**config.mk**
```make
export PLATFORM = sky130hd
export DESIGN_NAME = fetch_stage
export DESIGN_NICKNAME = d
export VERILOG_FILES = /design/src/rtl/fetch_pkg.sv /design/src/rtl/fetch_fifo.sv /design/src/rtl/fetch_stage.sv
export SDC_FILE = /design/constraint.sdc
export NUM_CORES = 1
export LEC_CHECK = 0
export CORE_MARGIN = 2
export CORE_UTILIZATION = 63
export DETAILED_ROUTE_END_ITERATION = 10
export DONT_BUFFER_PORTS = 1
export PLACE_DENSITY = 0.91
export REMOVE_ABC_BUFFERS = 1
export SYNTH_ARGS = -nofsm -noshare
export SYNTH_HDL_FRONTEND = slang
export SYNTH_SLANG_ARGS = --single-unit
```
**constraint.sdc**
```tcl
create_clock -name clk -period 2.85 [get_ports clk]
set_input_delay 0.57 -clock clk [delete_from_list [all_inputs] [get_ports clk]]
set_output_delay 0.57 -clock clk [all_outputs]
set_load 0.01 [all_outputs]
```
**src/rtl/fetch_pkg.sv**
```systemverilog
// fetch_pkg: instruction format and fetch buffer entry types shared by the fetch stage
package fetch_pkg;

    localparam int FETCH_ROM_DEPTH = 16;
    localparam int FETCH_ADDR_BITS = $clog2(FETCH_ROM_DEPTH);
    localparam int FETCH_BUF_DEPTH = 2;

    typedef enum logic [6:0] {
        OP_LOAD   = 7'h03,
        OP_IMM    = 7'h13,
        OP_STORE  = 7'h23,
        OP_REG    = 7'h33,
        OP_BRANCH = 7'h63,
        OP_JAL    = 7'h6f
    } opcode_t;

    typedef logic [4:0]  reg_t;
    typedef logic [14:0] imm_t;

    typedef struct packed {
        imm_t    imm;
        reg_t    rs1;
        reg_t    rd;
        opcode_t opcode;
    } instruction_t;

    // pc width follows the default ROM; a different ROM_DEPTH needs this retyped
    typedef struct packed {
        logic [FETCH_ADDR_BITS-1:0] pc;
        instruction_t               ins;
    } fetch_entry_t;

endpackage

```
**src/rtl/fetch_fifo.sv**
```systemverilog
// fetch_fifo: two-entry registered FIFO holding fetched words for decode
import fetch_pkg::*;

module fetch_fifo #(
    parameter type entry_t = fetch_entry_t
) (
    input  logic   clk,
    input  logic   arstn,
    input  logic   flush,
    input  logic   push,
    input  logic   pop,
    input  entry_t din,
    output logic   full,
    output logic   empty,
    output entry_t head
);

    localparam int CW = $clog2(FETCH_BUF_DEPTH + 1);

    entry_t        head_q, head_d;
    entry_t        tail_q, tail_d;
    logic [CW-1:0] count_q, count_d;
    logic [CW-1:0] after_pop;
    logic          do_pop, do_push;

    // head slot is always the oldest entry; a pop shifts the tail forward
    always_comb begin
        do_pop    = pop && (count_q != '0);
        do_push   = push && ((count_q != CW'(FETCH_BUF_DEPTH)) || do_pop);
        after_pop = count_q - CW'(do_pop);
        head_d    = (do_push && after_pop == CW'(0)) ? din : (do_pop ? tail_q : head_q);
        tail_d    = (do_push && after_pop == CW'(1)) ? din : tail_q;
        count_d   = flush ? '0 : after_pop + CW'(do_push);
    end

    // storage and occupancy; reset clears data so outputs read zero
    always_ff @(posedge clk or negedge arstn) begin
        if (!arstn) begin
            head_q  <= '0;
            tail_q  <= '0;
            count_q <= '0;
        end else begin
            head_q  <= head_d;
            tail_q  <= tail_d;
            count_q <= count_d;
        end
    end

    assign full  = (count_q == CW'(FETCH_BUF_DEPTH));
    assign empty = (count_q == '0);
    assign head  = head_q;

endmodule

```
**src/rtl/fetch_stage.sv**
```systemverilog
// fetch_stage: program counter, ROM addressing, redirect and halt control feeding decode
import fetch_pkg::*;

module fetch_stage #(
    parameter  int WORD_WIDTH = 32,
    parameter  int ROM_DEPTH  = FETCH_ROM_DEPTH,
    localparam int ADDR_BITS  = $clog2(ROM_DEPTH)
) (
    input  logic                  clk,
    input  logic                  arstn,
    output logic [ADDR_BITS-1:0]  rom_addr_o,
    input  logic [WORD_WIDTH-1:0] rom_data_i,
    input  logic                  branch_valid_i,
    input  logic [ADDR_BITS-1:0]  branch_target_i,
    output logic                  ins_valid_o,
    input  logic                  ins_ready_i,
    output logic [WORD_WIDTH-1:0] ins_o,
    output logic [ADDR_BITS-1:0]  ins_pc_o,
    output logic                  done_o
);

    logic [ADDR_BITS:0] pc_q, pc_d;
    logic               halted, push, pop, full, empty;
    fetch_entry_t       fetch_entry, head;

    // fetch whenever a slot is free this edge; a redirect suppresses fetch and reloads the PC
    always_comb begin
        halted          = (pc_q >= (ADDR_BITS + 1)'(ROM_DEPTH));
        pop             = ins_valid_o && ins_ready_i;
        push            = !halted && !branch_valid_i && (!full || pop);
        pc_d            = branch_valid_i ? {1'b0, branch_target_i} : (push ? pc_q + 1'b1 : pc_q);
        fetch_entry.pc  = pc_q[ADDR_BITS-1:0];
        fetch_entry.ins = instruction_t'(rom_data_i);
    end

    // program counter, one bit wider than the ROM address so the end is visible
    always_ff @(posedge clk or negedge arstn) begin
        if (!arstn) pc_q <= '0;
        else        pc_q <= pc_d;
    end

    fetch_fifo #(.entry_t(fetch_entry_t)) u_fifo (
        .clk   (clk),
        .arstn (arstn),
        .flush (branch_valid_i),
        .push  (push),
        .pop   (pop),
        .din   (fetch_entry),
        .full  (full),
        .empty (empty),
        .head  (head)
    );

    assign rom_addr_o  = pc_q[ADDR_BITS-1:0];
    assign ins_valid_o = !empty;
    assign ins_o       = head.ins;
    assign ins_pc_o    = head.pc;
    assign done_o      = halted && empty;

endmodule

```
# Word level (Yosys, flattened, before mapping)
# Cells that the tools add are included.
[totals]
ff_bits = 79
latchBits = 0
mem_bits_rw = 0
mem_bits_ro = 0
input_bits = 40
n_memories = 0
[op_classes]
add_sub_neg = 3
mul = 0
div = 0
n_lt_le_gt_ge = 1
eq_ne = 3
shift = 0
muxes = 5
n_bitwise = 0
n_reduce_logical = 19
[ops]
columns = ["operator", "count"]
rows = [
  ["$mux 36", 2],
  ["$mux 5", 2],
  ["$logic_and 1x1->1", 8],
  ["$reduce_bool 2->1", 3],
  ["$add 5x1->5 const B", 1],
  ["$ge 5x5->1 const B", 1],
  ["$logic_not 1->1", 4],
  ["$logic_not 2->1", 2],
  ["$add 2x1->2", 1],
  ["$eq 2x1->1 const B", 1],
  ["$eq 2x2->1 const B", 1],
  ["$logic_or 1x1->1", 2],
  ["$mux 2", 1],
  ["$ne 2x2->1 const B", 1],
  ["$sub 2x1->2", 1],
]

# Depth between registers and ports, before layout
[depth]
depth_word = 8
ltp_mapped = 10
mapped_depth_nobuf = 8

# Hierarchy
# Synthesis repeated with hierarchy kept, for this count alone.
[hier_totals]
hier_cells = 244
area_unflattened_um2 = 3672.3
[by_module_without_submodules]
columns = ["mod", "n_inst", "cells_per_inst", "area_per_inst_um2"]
rows = [
  ["fetch_fifo", 1, 210, 3340.7],
  ["fetch_stage", 1, 34, 331.6],
]

# Least setup slack after synthesis
# Ideal clock, no wire load.
[synth_path]
path_kind = "register to register"
start = "register u_fifo.count_q[1]"
end = "register u_fifo.tail_q[17] in the netlist's numbering"
setup_time_ns = 0.125
t_arrival_ns = 2.381
t_required_ns = 2.725
path_slack_ns = 0.345
stages_incl_launch_ff = 10
n_path_buf = 3
period_less_slack_ns = 2.505
path_cell_list = "dfrtp_1 -> clkbuf_2 -> o21ai_2 -> buf_4 -> inv_1 -> ha_1 -> o211a_1 -> o211ai_4 -> clkbuf_8 -> mux2_2"
[synth_via]
elab_chain_len = 7
word_cells_on_any_way = 15
classes_between = "1 x add/sub; 3 x eq/ne; 11 x reduce/logical"
[synth_lines]
columns = ["element", "line", "text"]
rows = [
  ["start: declaration", "fetch_fifo.sv:22", "logic [CW-1:0] count_q, count_d;"],
  ["start signal: assignment", "fetch_fifo.sv:45", "count_q <= count_d;"],
  ["$logic_not 2->1", "fetch_fifo.sv:50", "assign empty = (count_q == '0);"],
  ["$logic_not 1->1", "fetch_stage.sv:55", "assign ins_valid_o = !empty;"],
  ["$logic_and 1x1->1", "fetch_stage.sv:29", "pop = ins_valid_o && ins_ready_i;"],
  ["$logic_and 1x1->1 or $logic_or 1x1->1 (tied branches)", "fetch_fifo.sv:28, fetch_stage.sv:30", ""],
  ["$sub 2x1->2 (tied with other cells)", "fetch_fifo.sv:30", "after_pop = count_q - CW'(do_pop);"],
  ["$eq 2x1->1 or $logic_and 1x1->1 (tied branches)", "fetch_fifo.sv:32, fetch_fifo.sv:29", ""],
  ["$logic_and 1x1->1 (*)", "fetch_fifo.sv:32", "tail_d = (do_push && after_pop == CW'(1)) ? din : tail_q;"],
  ["end signal: assignment", "fetch_fifo.sv:44", "tail_q <= tail_d;"],
  ["end: declaration", "fetch_fifo.sv:21", "entry_t tail_q, tail_d;"],
]
# Every way passes the cells marked *; elsewhere a longest branch is shown, timed or not.
# A chain may end at the register's enable or synchronous reset.

# Worst setup path in the final report
[layout_path]
start = "register u_fifo.count_q[1]"
end = "register u_fifo.tail_q[18] in the netlist's numbering"
# The elaborated chain is that of the path after synthesis.

==> out/summary.log <==
[critical_path] Crit Path Category reg2reg
[sta] final-report max-slew violation count 0
[drt] 1st-iter DRT viols 91
[critical_path] Worst Path Arrival 2.47 ns
[critical_path] maximum fanout along the worst path 28
[place] placement-stage worst setup slack 0.5841 ns
[critical_path] CP Cell Sequence o21ai_4 -> inv_1 -> ha_1 -> o211a_1 -> o211ai_4 -> buf_12 -> mux2_2
[critical_path] startpoint of the worst register-to-register path u_fifo.count_q[1]$_DFF_PN0_
[sta] setup repair after global routing missed its margin no
[floorplanning] Die Y-Extent 80.27 um
[floorplanning] area of the core 5574 um2
[synthesis] FFs w/ async S/R, synth 1.000
[critical_path] Startpoint Class flip-flop
[place] cell area after placement 3669 um2
[cells_and_area] Layout Utilization 0.6983
[drt] final wirelength 6174 um
[sta] final worst path period need 2.250 ns
[global_routing] via count of the first global-routing pass 2145
[drt] length of the first detailed-routing pass in iterations 4
[global_routing] GRT Overall Usage 0.2102
[critical_path] CP delay by family, top compound AO/OA/AOI/OAI gates
[global_routing] GRT overflow 0
[synthesis] average cell area after synthesis 14.72 um2
[sta] number of failing hold endpoints at the final stage 0
[floorplanning] die outline area 6443 um2
[drt] via density per instance 5.948
[synthesis] total number of yosys warnings 0
[cells_and_area] layout net count 294
[cells_and_area] Design Area, Final 3892 um2
[critical_path] setup slack of the most critical reg-to-reg path 0.60 ns
[synthesis] instance count of the mapped netlist 249
[place] Port Buf Inserts 0
[sta] achievable clock frequency 444.4 MHz
[clocking] maximum buffer depth of the clock tree 2
[cells_and_area] area growth from synthesis to layout 6.214%
[drt] detailed-route via count 1939
[place] DP Wirelength 4020 um
[drt] drt drc 0
[critical_path] crit path capture type flip-flop
[pwr] part of the total power dissipated in combinational logic 0.344
[critical_path] required time worst endpoint 3.07 ns
[floorplanning] Die W 80.27 um
[critical_path] worst stage delay on the critical path 0.47 ns
[pwr] sw frac 0.3142
[outcome] result of the run completed
[sta] setup skew after layout 0.008490 ns
[synthesis] sequential cell area fraction in the yosys report 0.5394
[pwr] Reg power frac 0.475
[clocking] post-CTS setup-driven buffer insertion count 0
[synthesis] number of synthesized flops with an enable pin 0
[global_routing] wire length of the first global-routing pass 10230 um
[critical_path] RR Endpoint u_fifo.tail_q[18]$_DFFE_PN0P_
[cells_and_area] total of fill cells in the finished design 385
[clocking] number of buffers inserted during clock tree synthesis 9
[drt] Antenna Nets Post-Route 0
[floorplanning] effective utilization at floorplan 0.6575
[worst_hold_path] type of the most critical hold path in2async
[sta] post-route worst setup slack 0.5997 ns
[critical_path] Critical path buffers and inverters 2
[clocking] clock tree root driver cell sky130_fd_sc_hd__clkbuf_8
[drt] Wirelength per Cell 18.94 um
[pwr] cell-internal power 3.125 mW
[place] Routability Congestion 0.7751
[clocking] # H-tree levels 3
[clocking] clock-pin slew on the worst setup and hold paths 0.08 ns
[sta] total of endpoints with negative setup slack in the final report 0
[global_routing] largest net degree at the start of global routing 80
[critical_path] Critical-path top delay cell sky130_fd_sc_hd__dfrtp_1
[floorplanning] Core Rows 27
[pwr] net switching component of the power 1.432 mW
[pwr] worst-case vdd ir drop 0.6263 mV
[clocking] clock tree from TritonCTS built
[cells_and_area] final antenna diode count 0
[sta] slew of the pin with the lowest slew margin 0.6662 ns
[pwr] leakage power 1.719 nW
[critical_path] R2R depth 7
[floorplanning] number of I/O pins 82
[sta] max-slew headroom at the worst pin 0.5549
[flow_run] MaxCap Viol Count 0
[pwr] part of the power in the clock network 0.181
[synthesis] main flop type after synthesis sky130_fd_sc_hd__dfrtp_1
[sta] fraction of the cycle the final worst path needs 0.7896
[synthesis] cell area after synthesis 3665 um2
[global_routing] initial antenna violation count 0
[clocking] Sinks on Clock Net 79
[cells_and_area] fraction of final layout cells with drive strength greater than 1 0.5000
[clocking] latest clock arrival within the worst-skew pair 0.34 ns
[synthesis] number of storage elements in the synthesis netlist 79
[synthesis] number of distinct library cells after synthesis 35
[clocking] post-CTS sizing 0
[sta] Final TNS setup 0 ns
[pwr] total power per unit cell area 1171 nW/um2
-- how the worst max path moves through the flow --
stage	startpoint	end	cells after the start
detailed placement	u_fifo.count_q[1]$_DFF_PN0_	u_fifo.tail_q[17]$_DFFE_PN0P_	7
CTS	u_fifo.count_q[1]$_DFF_PN0_	u_fifo.tail_q[17]$_DFFE_PN0P_	7
global route	u_fifo.count_q[1]$_DFF_PN0_	u_fifo.tail_q[35]$_DFFE_PN0P_	7
global placement	u_fifo.count_q[1]$_DFF_PN0_	u_fifo.tail_q[9]$_DFFE_PN0P_	7
floorplan	u_fifo.count_q[1]$_DFF_PN0_	u_fifo.head[0]$_DFFE_PN0P_	6
finish	u_fifo.count_q[1]$_DFF_PN0_	u_fifo.tail_q[18]$_DFFE_PN0P_	7
-- synth_stat cells, drive strengths merged, types with 2 or more instances --
library cell	instances	area [um2]
nor2b	2	12.51
inv	7	26.28
mux2	104	1175
mux2i	4	40.04
nor3	2	10.01
nor2	5	18.77
o31a	3	26.28
nand3	2	10.01
buf	10	86.33
o211ai	2	42.54
nand2	2	7.510
or4	2	15.01
o21ai	2	13.76
dfrtp	79	1977
clkbuf	5	50.04
ha	4	50.05
nand2b	2	12.51
-- registers in the layout (all words and copies together), names as in the netlist --
register and count:
pc_q 5, u_fifo.tail_q 36, u_fifo.head 36, u_fifo.count_q 2
-- cells in the final DEF, fill, tap and decap left out, types with 2 or more instances in the layout --
| cell type | n |
|---|---|
| sky130_fd_sc_hd__mux2_1 | 2 |
| sky130_fd_sc_hd__nand2_1 | 2 |
| sky130_fd_sc_hd__clkinv_2 | 3 |
| sky130_fd_sc_hd__ha_1 | 4 |
| sky130_fd_sc_hd__dfrtp_1 | 79 |
| sky130_fd_sc_hd__o31a_1 | 3 |
| sky130_fd_sc_hd__nor2b_1 | 2 |
| sky130_fd_sc_hd__o211ai_4 | 2 |
| sky130_fd_sc_hd__nor2_1 | 5 |
| sky130_fd_sc_hd__nor3_1 | 2 |
| sky130_fd_sc_hd__mux2_2 | 101 |
| sky130_fd_sc_hd__clkbuf_8 | 11 |
| sky130_fd_sc_hd__nand2b_1 | 2 |
| sky130_fd_sc_hd__or4_1 | 2 |
| sky130_fd_sc_hd__mux2i_1 | 4 |
| sky130_fd_sc_hd__buf_4 | 3 |
| sky130_fd_sc_hd__nand3_1 | 2 |
| sky130_fd_sc_hd__inv_1 | 7 |
-- repair_timing --
item / 4_1_cts / 5_1_grt
endpoints found under the setup margin: 0 / 0
endpoints found under the hold margin: 79 / 0
hold buffers: 1 / 0
-- logic make-up after synthesis --
group / synth area share
flip-flops: 0.5394
AO/OA/AOI/OAI: 0.03141
multiplexers: 0.3315
AND/OR/NAND/NOR: 0.03722
buffers and inverters: 0.04438
XOR/XNOR: 0.002390
adder cells (fa/ha/maj): 0.01366
-- layout make-up --
class	instances	area, um2	share of cell area
clock buffers	11	151.4	0.03889
clock inverters	4	45.04	0.01157
inverters	7	26.28	0.006750
multi-input cells	148	1533	0.3938
flip-flops and latches	79	1977	0.5079
well taps	72	90.09	0.02314
repair buffers	5	70.07	0.01800
-- per-stage QoR --
step                hold WS (ns)  power (mW)  cells
floorplan                 0.2744       3.398    234
global placement          0.2759       3.647    310
detailed placement        0.2759       3.758    310
CTS                       0.1282       4.610    326
global route              0.1452       4.871    326
finish                    0.1218       4.557    326
-- power groups by stage --
stage | clock network [mW] | registers [mW] | logic (mW)
floorplan | 0 | 2.06 | 1.33
global placement | 0 | 2.16 | 1.48
detailed placement | 0 | 2.20 | 1.56
CTS | 0.847 | 2.17 | 1.59
global route | 0.898 | 2.25 | 1.72
finish | 0.825 | 2.16 | 1.57
-- metal layers --
layer	vias to the layer above	GRT usage	wire [um]
met3	11	0.08202	621
met4	0	0.08644	102
met1	972	0.2483	2499
met2	74	0.3433	2952
li1	882	-	-
met5	-	0	0
Note: power is estimated with default switching activity, not from simulation.
